**config.mk**
```make
export PLATFORM = sky130hd
export DESIGN_NAME = fifo_word_packer
export DESIGN_NICKNAME = d
export VERILOG_FILES = /design/src/rtl/fifo_word_packer.sv
export SDC_FILE = /design/constraint.sdc
export NUM_CORES = 1
export LEC_CHECK = 0
export CORE_MARGIN = 5
export CORE_UTILIZATION = 49
export CTS_BUF_LIST = sky130_fd_sc_hd__clkbuf_8 sky130_fd_sc_hd__clkbuf_16
export CTS_CLUSTER_DIAMETER = 120
export DETAILED_ROUTE_END_ITERATION = 8
export PLACE_DENSITY = 0.76
export REMOVE_ABC_BUFFERS = 1
export SYNTH_ARGS = -nofsm -noshare
export SYNTH_HDL_FRONTEND = slang
export SYNTH_SLANG_ARGS = --single-unit
export TNS_END_PERCENT = 5
```
**constraint.sdc**
```tcl
create_clock -name clk -period 2 [get_ports clk]
set_clock_uncertainty 0.15 [all_clocks]
set_input_delay 0.3 -clock clk [delete_from_list [all_inputs] [get_ports clk]]
set_output_delay 0.3 -clock clk [all_outputs]
set_load 0.02 [all_outputs]
```
**src/rtl/fifo_word_packer.sv**
```systemverilog
// fifo_word_packer
// Reads entries from a byte FIFO with a 1-cycle registered read latency and packs
// PACK consecutive entries into one wide word on a valid/ready output. A flush
// drains in-flight reads and emits whatever partial word remains, marked last.
module fifo_word_packer #(
   parameter int DATA_W = 8,
   parameter int PACK   = 4,
   localparam int CW    = $clog2(PACK + 1)
) (
   input  logic                   clk,
   input  logic                   rst,
   input  logic                   fifo_empty,
   output logic                   fifo_rd,
   input  logic [DATA_W-1:0]      fifo_data,
   input  logic                   flush,
   output logic [PACK*DATA_W-1:0] out_data,
   output logic [CW-1:0]          out_count,
   output logic                   out_last,
   output logic                   out_valid,
   input  logic                   out_ready,
   output logic                   flush_done
);

   localparam int            CW1        = CW + 1;
   localparam logic [CW-1:0] C_PACK     = CW'(PACK);
   localparam logic [CW-1:0] C_PACKM1   = CW'(PACK - 1);
   localparam logic [CW:0]   C_OCC_FULL = CW1'(PACK);

   typedef enum logic [1:0] {S_RUN, S_DRAIN, S_WAIT} state_t;

   state_t                  r_state;
   state_t                  w_state_next;
   logic [DATA_W-1:0]       r_asm [PACK];
   logic [CW-1:0]           r_cnt;
   logic                    r_rd_d;
   logic [PACK*DATA_W-1:0]  r_out_data;
   logic [CW-1:0]           r_out_count;
   logic                    r_out_last;
   logic                    r_out_valid;

   logic                    w_out_free;
   logic                    w_complete;
   logic [CW:0]             w_occ;
   logic                    w_rd_ok;
   logic                    w_load_full;
   logic                    w_drain_go;
   logic                    w_flush_emit;
   logic                    w_accept;
   logic [PACK*DATA_W-1:0]  w_full_word;
   logic [PACK*DATA_W-1:0]  w_part_word;

   assign w_out_free   = !r_out_valid || out_ready;
   assign w_accept     = r_out_valid && out_ready;
   assign w_complete   = ((r_cnt == C_PACKM1) && r_rd_d) || (r_cnt == C_PACK);
   // Entries already captured plus the one still arriving from the FIFO.
   assign w_occ        = {1'b0, r_cnt} + {{CW{1'b0}}, r_rd_d};
   // The second term keeps 1 entry/cycle: the word completing now frees lane 0
   // in time for the entry requested this cycle.
   assign w_rd_ok      = (w_occ < C_OCC_FULL) ||
                         ((w_occ == C_OCC_FULL) && (r_cnt == C_PACKM1) && r_rd_d && w_out_free);
   assign fifo_rd      = rst && (r_state == S_RUN) && !flush && !fifo_empty && w_rd_ok;
   assign w_load_full  = (r_state == S_RUN) && w_complete && w_out_free;
   assign w_drain_go   = (r_state == S_DRAIN) && !r_rd_d && w_out_free;
   assign w_flush_emit = w_drain_go && (r_cnt != '0);

   // Lane views of the assembly register: the full word folds in the entry landing
   // this cycle; the partial word zeroes lanes that were never filled.
   generate
      for (genvar gi = 0; gi < PACK; gi++) begin : g_lane
         assign w_full_word[gi*DATA_W +: DATA_W] =
            (r_rd_d && (r_cnt == CW'(gi))) ? fifo_data : r_asm[gi];
         assign w_part_word[gi*DATA_W +: DATA_W] =
            (CW'(gi) < r_cnt) ? r_asm[gi] : '0;
      end
   endgenerate

   // Next-state and flush_done pulse; flush_done is combinational so it coincides
   // with the accept of the flush word.
   always_comb begin
      w_state_next = r_state;
      flush_done   = 1'b0;
      case (r_state)
         S_RUN: begin
            if (flush) w_state_next = S_DRAIN;
         end
         S_DRAIN: begin
            if (w_drain_go) begin
               if (r_cnt != '0) begin
                  w_state_next = S_WAIT;
               end else begin
                  flush_done   = 1'b1;
                  w_state_next = S_RUN;
               end
            end
         end
         S_WAIT: begin
            if (w_accept) begin
               flush_done   = 1'b1;
               w_state_next = S_RUN;
            end
         end
         default: w_state_next = S_RUN;
      endcase
   end

   // State register, read-latency tracking and lane counter.
   always_ff @(posedge clk or negedge rst) begin
      if (!rst) begin
         r_state <= S_RUN;
         r_rd_d  <= 1'b0;
         r_cnt   <= '0;
      end else begin
         r_state <= w_state_next;
         r_rd_d  <= fifo_rd;
         if (w_load_full || ((r_state == S_WAIT) && w_accept))
            r_cnt <= '0;
         else
            r_cnt <= r_cnt + CW'(r_rd_d);
      end
   end

   // Capture the entry returned by the FIFO into the lane it belongs to.
   always_ff @(posedge clk or negedge rst) begin
      if (!rst) begin
         for (int i = 0; i < PACK; i++) r_asm[i] <= '0;
      end else begin
         for (int i = 0; i < PACK; i++)
            if (r_rd_d && (r_cnt == CW'(i))) r_asm[i] <= fifo_data;
      end
   end

   // Output slot: load a full word, or the flush word, or retire an accepted word.
   always_ff @(posedge clk or negedge rst) begin
      if (!rst) begin
         r_out_data  <= '0;
         r_out_count <= '0;
         r_out_last  <= 1'b0;
         r_out_valid <= 1'b0;
      end else if (w_load_full) begin
         r_out_data  <= w_full_word;
         r_out_count <= C_PACK;
         r_out_last  <= 1'b0;
         r_out_valid <= 1'b1;
      end else if (w_flush_emit) begin
         r_out_data  <= w_part_word;
         r_out_count <= r_cnt;
         r_out_last  <= 1'b1;
         r_out_valid <= 1'b1;
      end else if (w_accept) begin
         r_out_valid <= 1'b0;
      end
   end

   assign out_data  = r_out_data;
   assign out_count = r_out_count;
   assign out_last  = r_out_last;
   assign out_valid = r_out_valid;

endmodule

```
## Yosys cells after proc, flatten, opt, wreduce, memory -nomap -nowiden

Cells that the tools add are included.

- Register bits after elaboration: 75
- Input bits: 13
- Output and inout bits: 39
- Word-level logic and storage cells: 87

- Add/sub/neg operators: 2
- $lt $le $gt $ge: 5
- Equality and inequality tests: 10
- Multiplexer cells: 27
- Reductions and logical operators: 32

Operators with widths:

| cell | number |
|---|---|
| two-way mux 32 bit | 2 |
| two-way mux 8 bit | 8 |
| logical AND 1 bit | 18 |
| two-way mux 3 bit | 3 |
| two-way mux 1 bit | 8 |
| two-way mux 2 bit | 4 |
| == test 3 x 2 -> 1 bit, second input constant | 2 |
| < comparator 1 x 3 -> 1 bit, first input constant | 2 |
| < comparator 2 x 3 -> 1 bit, first input constant | 2 |
| != test 2 bit, second input constant | 3 |
| case mux 2 bit (3 select lines) | 1 |
| nonzero test 3 bit | 2 |
| adder 3 x 1 -> 4 bit | 1 |
| == test 4 x 3 -> 1 bit, second input constant | 1 |
| zero test 1 bit | 4 |
| logical OR 1 bit | 4 |
| < comparator 4 x 3 -> 1 bit, second input constant | 1 |
| adder 3 x 1 -> 3 bit | 1 |
| == test 3 x 1 -> 1 bit, second input constant | 1 |
| == test 3 bit, second input constant | 1 |
| zero test 3 bit | 1 |
| AND reduction 3 bit | 1 |
| == test 2 x 1 -> 1 bit, second input constant | 1 |
| == test 2 bit, second input constant | 1 |
| other kinds (3) | 3 |

## Logic depth before layout (Yosys ltp)

Gate-level depths: netlist (run 1).

- Word-level depth: 7
- Gate-level depth with buffers: 7

## Worst setup path after synthesis (run 1)

Ideal clock, no wire load.

- Kind: register -> output
- From: register r_cnt[0]
- To: output port fifo_rd
- Arrival: 1.811 ns
- Data required time: 1.550 ns
- Slack: -0.261 ns
- Stages on the path, launching flop included: 6
- Path through: dfrtp_1 > ha_1 > ha_1 > o41ai_1 > nor2_1 > a211oi_1

- Longest elaborated chain between the ends: 7
- Elaborated cells between the ends (all ways): 9
- Classes of those cells: add/sub: 1; order compare: 1; eq/ne: 2; reduce/logical: 5

RTL lines:

| item | line | text |
|---|---|---|
| start: declaration | 34 | `logic [CW-1:0] r_cnt;` |
| start signal: assignment | 118 | `r_cnt <= r_cnt + CW'(r_rd_d);` |
| adder 3 x 1 -> 4 bit | 56 | `assign w_occ = {1'b0, r_cnt} + {{CW{1'b0}}, r_rd_d};` |
| == test 4 x 3 -> 1 bit | 60 | `((w_occ == C_OCC_FULL) && (r_cnt == C_PACKM1) && r_rd_d && w_out_free);` |
| logical AND 1 bit (3 in series) | 60 |  |
| logical OR 1 bit * | 59 | `assign w_rd_ok = (w_occ < C_OCC_FULL) \|\|` |
| logical AND 1 bit * | 61 | `assign fifo_rd = rst && (r_state == S_RUN) && !flush && !fifo_empty && w_rd_ok;` |
| end: declaration | 13 | `output logic fifo_rd,` |

Mark *: on every way between the ends. The rest lies on a longest branch, timed or not.

## Worst setup path after layout (run 1)

- From: register r_rd_d
- To: output port fifo_rd

- Longest elaborated chain between the ends: 7
- Elaborated cells between the ends (all ways): 8
- Classes of those cells: add/sub: 1; order compare: 1; eq/ne: 1; reduce/logical: 5

RTL lines:

| item | line | text |
|---|---|---|
| start: declaration | 35 | `logic r_rd_d;` |
| start signal: assignment | 114 | `r_rd_d <= fifo_rd;` |
| adder 3 x 1 -> 4 bit | 56 |  |
| == test 4 x 3 -> 1 bit | 60 |  |
| logical AND 1 bit (3 in series) | 60 |  |
| logical OR 1 bit * | 59 |  |
| logical AND 1 bit * | 61 |  |

Marks and branches as above.

==> metrics.yaml, run 1 <==
async_reset_ff_share_pct: 100
final_antenna_net_count: 0
cp_max_fo: 2
drtIter0Drc: 106
antenna_found_initial: 0
initial_utilization_pct: 50.6
max_freq_ghz: 0.438
fp-row-count: 30
die-area_sq_um: 8840
hp-start: "r_asm[19]"
max-vdd-ir-drop_mv: 0.846
cp-end-kind: "output port"
htreeDepth: 3
leakage_nw: 2.02
required_ns: 1.55
synth-edff-count: 0
place.gp.congestion: 0.784
hold_depth: 1
nets: 374
n_antenna_cell: 0
vias: 2417
avgViaCountPerCell: 5.30
hold_slack_ns: 0.337
power_density_nw_per_um2: 1600
post-route-period-util_pct: 114
setup.worst_path.class: "flop to output port"
place.port_buffers: 51
final_cell_mix: "75 x dfrtp_1, 48 x clkdlybuf4s50_1, 33 x mux2_2, 29 x buf_4, 27 x nor2_1"
maxSlewViolCount: 0
grt_pass1_wl_mm: 12.9
clk_pin_slew_ns: 0.08
drive_above_1_share_pct: 33.3
finalNonFillerCells: 456
r2r-start: "r_cnt[2]"
r2r_cells: 6
hold_violations: 0
final_common_cell: "dfrtp_1"
grt.total_usage_pct: 19.2
grt_pass1_vias: 2472
grt_max_degree: 44
tns_ns: -0.510
insertion_delay_ns: 0.35
rsz0062_at_grt: "true"
die_y_um: 94.0
maxCapViolations: 0
wire_per_inst_um: 17.1
die_width_um: 94.0
multi_input_area_sq_um: 1500
clock_sinks: 75
r2r_slack_ns: -0.02
root_buffer: "clkbuf_8"
dp_hpwl_mm: 5.47
cp_data_arrival_time_ns: 1.83
syn_avg_cell_area_sq_um: 12.6
slew_headroom_pct: 64.3
timing.rr.end: "out_data[4]"
hold_class: "flop to flop"
placed_cells: 437
area.sequential_sq_um: 1880
pre_cts_slack_ns: -0.652
drcViolationCount: 0
ys_seq_area_share_pct: 54.3
synthDistinctLibCells: 39
syn_area_sq_um: 3460
violations: "negative setup slack"
clock_path_buffers: 2
ys.flop_type: "dfrtp_1"
gr-total-overflow: 0
cts_tree: "built"
drtPass1Iterations: 4
worstSetupStartpointType: "flop"
area_delta_synth_final_pct: 31.9
drt_wl_total_mm: 7.79
period_minus_slack_ns: 2.28
cts_buffers: 9
hold_end: "out_data[11]"
status: "complete, but fails checks"
setup_ws_ns: -0.283
fill_cells: 550
ioPinCount: 52
ys_ff_latch: 75
coreArea_sq_um: 6830
worst_slew_pin_slew_ns: 0.535
setup_viol: 11
syn_inst: 274
yosys_warnings: 0
## metal layers
metal  track usage (%)  vias up  part of all wire (%)
met1              25.9     1203                    47
li1                  -     1149                     -
met2              30.4       56                    47
met4              6.26        0                   1.4
met3              4.73        9                   4.2
met5                 0        -                     0
## cell type report
cell class | instances | area share [%]
clock inverters | 5 | 1.84
flip-flops and latches | 75 | 41.2
multi-input cells | 180 | 32.9
clock buffers | 11 | 3.32
inverters | 2 | 0.165
well taps | 96 | 2.63
repair buffers | 87 | 18.0
## sequential cells by signal, summed over array words and instances, names as in the netlist
register and cells:
r_cnt 3, r_rd_d 1, out_count 3, r_asm 32, out_last 1, out_valid 1
out_data 32, r_state 2
## worst max-delay path by stage
stage,from,to,slack [ns],depth (start not counted)
2_1_floorplan,r_cnt[2],out_data[0],-0.81,4
3_3_place_gp,r_cnt[0],fifo_rd,-0.60,6
3_5_place_dp,r_cnt[0],fifo_rd,-0.65,6
4_1_cts,r_rd_d,fifo_rd,-0.33,6
5_1_grt,r_rd_d,fifo_rd,-0.42,6
6_report,r_rd_d,fifo_rd,-0.28,6
## power breakdown
group	total [mW]	leakage, nW	switching (mW)	internal, mW
clock network	1.35	0.112	0.580	0.775
registers	2.54	0.952	0.363	2.18
logic	3.41	0.960	1.63	1.77
total	7.30	2.02	2.58	4.73
## synthesized netlist by cell type (all sizes together) (3+ instances only)
master | n | area (sq um)
and3 | 4 | 25.0
nand2 | 21 | 95.1
dfrtp | 75 | 1880
a21boi | 19 | 176
clkbuf | 3 | 11.3
a21oi | 4 | 20.0
o2bb2ai | 16 | 140
ha | 6 | 75.1
mux2 | 41 | 492
buf | 14 | 104
nor2 | 27 | 101
nor3 | 3 | 36.3
nand3 | 10 | 50.1
a31oi | 8 | 50.1
## critical path: stages, from the launching register on
cell	delay [ns]
dfrtp_1	0.41
ha_2	0.22
ha_4	0.22
o41ai_2	0.18
nor2_1	0.09
a211oi_2	0.18
buf_4	0.18
## logic make-up after synthesis
group,synth area share (%)
simple gates,12.7
compound gates,12.8
xor+xnor,0.253
mux,14.2
buf+inv,3.55
fa+ha+maj,2.17
flops,54.3
## through the flow
stage          area [sq um]  power, mW  utilization (%)
6_report               4560       7.30             66.7
5_1_grt                4560       7.77             66.7
4_1_cts                4560       7.34             66.7
3_5_place_dp           4240       5.89             62.1
3_3_place_gp           4240       5.76             62.1
2_1_floorplan          3340       4.40                -
## what timing repair did
item                                   4_1_cts  5_1_grt
endpoints found under the hold margin       42        0
resized for setup                           27        5
pin swaps                                    6        3
buffers inserted                             2        0
hold buffers                                 1        0
setup endpoints to repair                   36       32
No activity file was read; power rests on OpenSTA's default activity.
==> run 2, diff against run 1 <==
--- a/config.mk
+++ b/config.mk
@@ -5,7 +5,7 @@
 export SDC_FILE = /design/constraint.sdc
 export NUM_CORES = 1
 export LEC_CHECK = 0
-export CORE_MARGIN = 5
+export CORE_MARGIN = 2
 export CORE_UTILIZATION = 49
 export CTS_BUF_LIST = sky130_fd_sc_hd__clkbuf_8 sky130_fd_sc_hd__clkbuf_16
 export CTS_CLUSTER_DIAMETER = 120
==> metrics.yaml, run 2 (synthesis gave the netlist of run 1 again) <==
root_buffer: "clkbuf_8"
hold_class: "flop to flop"
required_ns: 1.55  # about the same
ioPinCount: 52  # unchanged
finalNonFillerCells: 460  # +0.88%
clock_sinks: 75  # unchanged
die_y_um: 88.0  # -6.4%
insertion_delay_ns: 0.35  # about the same
worst_slew_pin_slew_ns: 0.656  # +0.121 ns
fin_util_pct: 67.9  # +1.1 points
nets: 378  # +1.1%
placed_cells: 438  # +0.23%
tns_ns: -1.10  # -0.591 ns
slowest_delay_ns: 0.41  # about the same
leakage_nw: 2.05  # +1.3%
violations: "negative setup slack"
cts_tree: "built"
status: "complete, but fails checks"
dp_hpwl_mm: 5.17  # -5.4%
pre_cts_slack_ns: -0.630  # +0.0218 ns
cp_max_fo: 2  # unchanged
cts_buffers: 9  # unchanged
r2r_slack_ns: -0.07  # -0.05 ns
worstSetupStartpointType: "flop"
r2r-start: "r_cnt[0]"
final_cell_mix: "75 x dfrtp_1, 48 x clkdlybuf4s50_1, 32 x mux2_2, 32 x buf_4, 26 x nor2_1"
setup.worst_path.class: "flop to output port"
clock_path_buffers: 2  # unchanged
setup_viol: 16  # +5
hp-start: "r_asm[11]"
cp-end-kind: "output port"
place.port_buffers: 51  # unchanged
r2r_cells: 7  # +1
power_density_nw_per_um2: 1590  # -0.68%
cp_top_family: "adder cells"
cp_num_cells: 6  # unchanged
avgViaCountPerCell: 5.39  # +1.8%
post-route-period-util_pct: 114  # about the same
drtIter0Drc: 117  # +10%
area_delta_synth_final_pct: 33.4
die-area_sq_um: 7740  # -12%
hold_depth: 1  # unchanged
drt_wl_total_mm: 7.76  # -0.42%
die_width_um: 88.0  # -6.4%
grt_max_degree: 53  # +20%
clk_pin_slew_ns: 0.09  # about the same
wire_per_inst_um: 16.9  # -1.3%
max-vdd-ir-drop_mv: 0.835  # -1.3%
coreArea_sq_um: 6790  # -0.55%
fp-row-count: 30  # unchanged
hold_slack_ns: 0.329  # -0.00788 ns
fin_area_sq_um: 4610  # +1.2%
maxCapViolations: 0  # unchanged
n_antenna_cell: 0  # unchanged
grt.total_usage_pct: 21.5  # +2.3 points
slew_headroom_pct: 56.3  # -8.0 points
drive_above_1_share_pct: 34.6  # +1.3 points
hold_violations: 0  # unchanged
placed_cell_area_sq_um: 4260  # +0.47%
final_antenna_net_count: 0  # unchanged
initial_utilization_pct: 50.9  # +0.28 points
gr-total-overflow: 0  # unchanged
hold_end: "out_data[19]"
maxSlewViolCount: 0  # unchanged
grt_pass1_vias: 2453  # -0.77%
vias: 2481  # +2.6%
crit_slowest_cell: "dfrtp_1"
cp_data_arrival_time_ns: 1.83  # about the same
period_minus_slack_ns: 2.28  # -0.00108 ns
path_buf_inv: 1  # unchanged
total_power_mw: 7.34  # +0.46%
place.gp.congestion: 0.787  # +0.38%
setup_ws_ns: -0.282  # +0.00108 ns
drcViolationCount: 0  # unchanged
rsz0062_at_grt: "true"
timing.rr.end: "out_data[6]"
final_common_cell: "dfrtp_1"
grt_pass1_wl_mm: 12.4  # -4.1%
crit_chain: "ha_2 > ha_4 > o41ai_2 > nor2_1 > a211oi_2 > buf_4"
max_freq_ghz: 0.438  # about the same
antenna_found_initial: 0  # unchanged
htreeDepth: 3  # unchanged
drtPass1Iterations: 4  # unchanged
-- run 2: cell count changes in the layout (fill, tap and decap cells not counted), sizes merged --
cell,before,now
clkbuf,11,10
buf,38,42
clkinv,0,2
inv,3,2
-- run 2: worst max-delay path by stage --
stage,startpoint,to,slack (ns)
finish,r_cnt[0],fifo_rd,-0.28
CTS,r_rd_d,fifo_rd,-0.32
global route,r_cnt[0],fifo_rd,-0.33
detailed placement,r_cnt[0],fifo_rd,-0.63
global placement,r_cnt[0],fifo_rd,-0.60
floorplan,r_cnt[2],out_data[0],-0.81
-- run 2: area by class of cell --
class                   instances  area [sq um]
multi-input cells             180          1520
clock inverters                 6          88.8
clock buffers                  10           138
inverters                       2          7.51
well taps                      96           120
fillers                       475          2180
repair buffers                 91           865
flip-flops and latches         75          1880
-- run 2: timing repair --
action                     CTS  global route
resized for setup           27            10
gates cloned                 0             0
buffers inserted             3             2
setup endpoints to repair   33            32
pin swaps                    6             2
hold endpoints to repair    51             0
hold buffers                 1             0
-- run 2: worst reg2reg max path: stages (launching register included) --
cell     delay (ns)
dfrtp_1        0.39
buf_6          0.12
buf_6          0.11
nor3_4         0.04
buf_6          0.12
or4b_4         0.56
nand2_8        0.16
mux2_4         0.31
-- run 2: routing by layer --
metal,part of all wire [%],up-vias,GRT usage [%]
met2,48,69,33.3
li1,-,1155,-
met4,2.1,0,9.93
met3,4.4,14,3.30
met1,46,1243,30.0
met5,0,-,0
-- run 2: report_power, final --
part	total (mW)	internal, mW	switching [mW]
Sequential	2.55	2.18	0.373
Combinational	3.47	1.82	1.66
Clock	1.31	0.736	0.573
==> run 3, diff against run 2 <==
--- a/config.mk
+++ b/config.mk
@@ -12,6 +12,7 @@
 export DETAILED_ROUTE_END_ITERATION = 8
 export PLACE_DENSITY = 0.76
 export REMOVE_ABC_BUFFERS = 1
+export SLEW_MARGIN = 20
 export SYNTH_ARGS = -nofsm -noshare
 export SYNTH_HDL_FRONTEND = slang
 export SYNTH_SLANG_ARGS = --single-unit
==> results of run 3 <==
The final DEF is identical to that of run 2; final timing and power are the same.
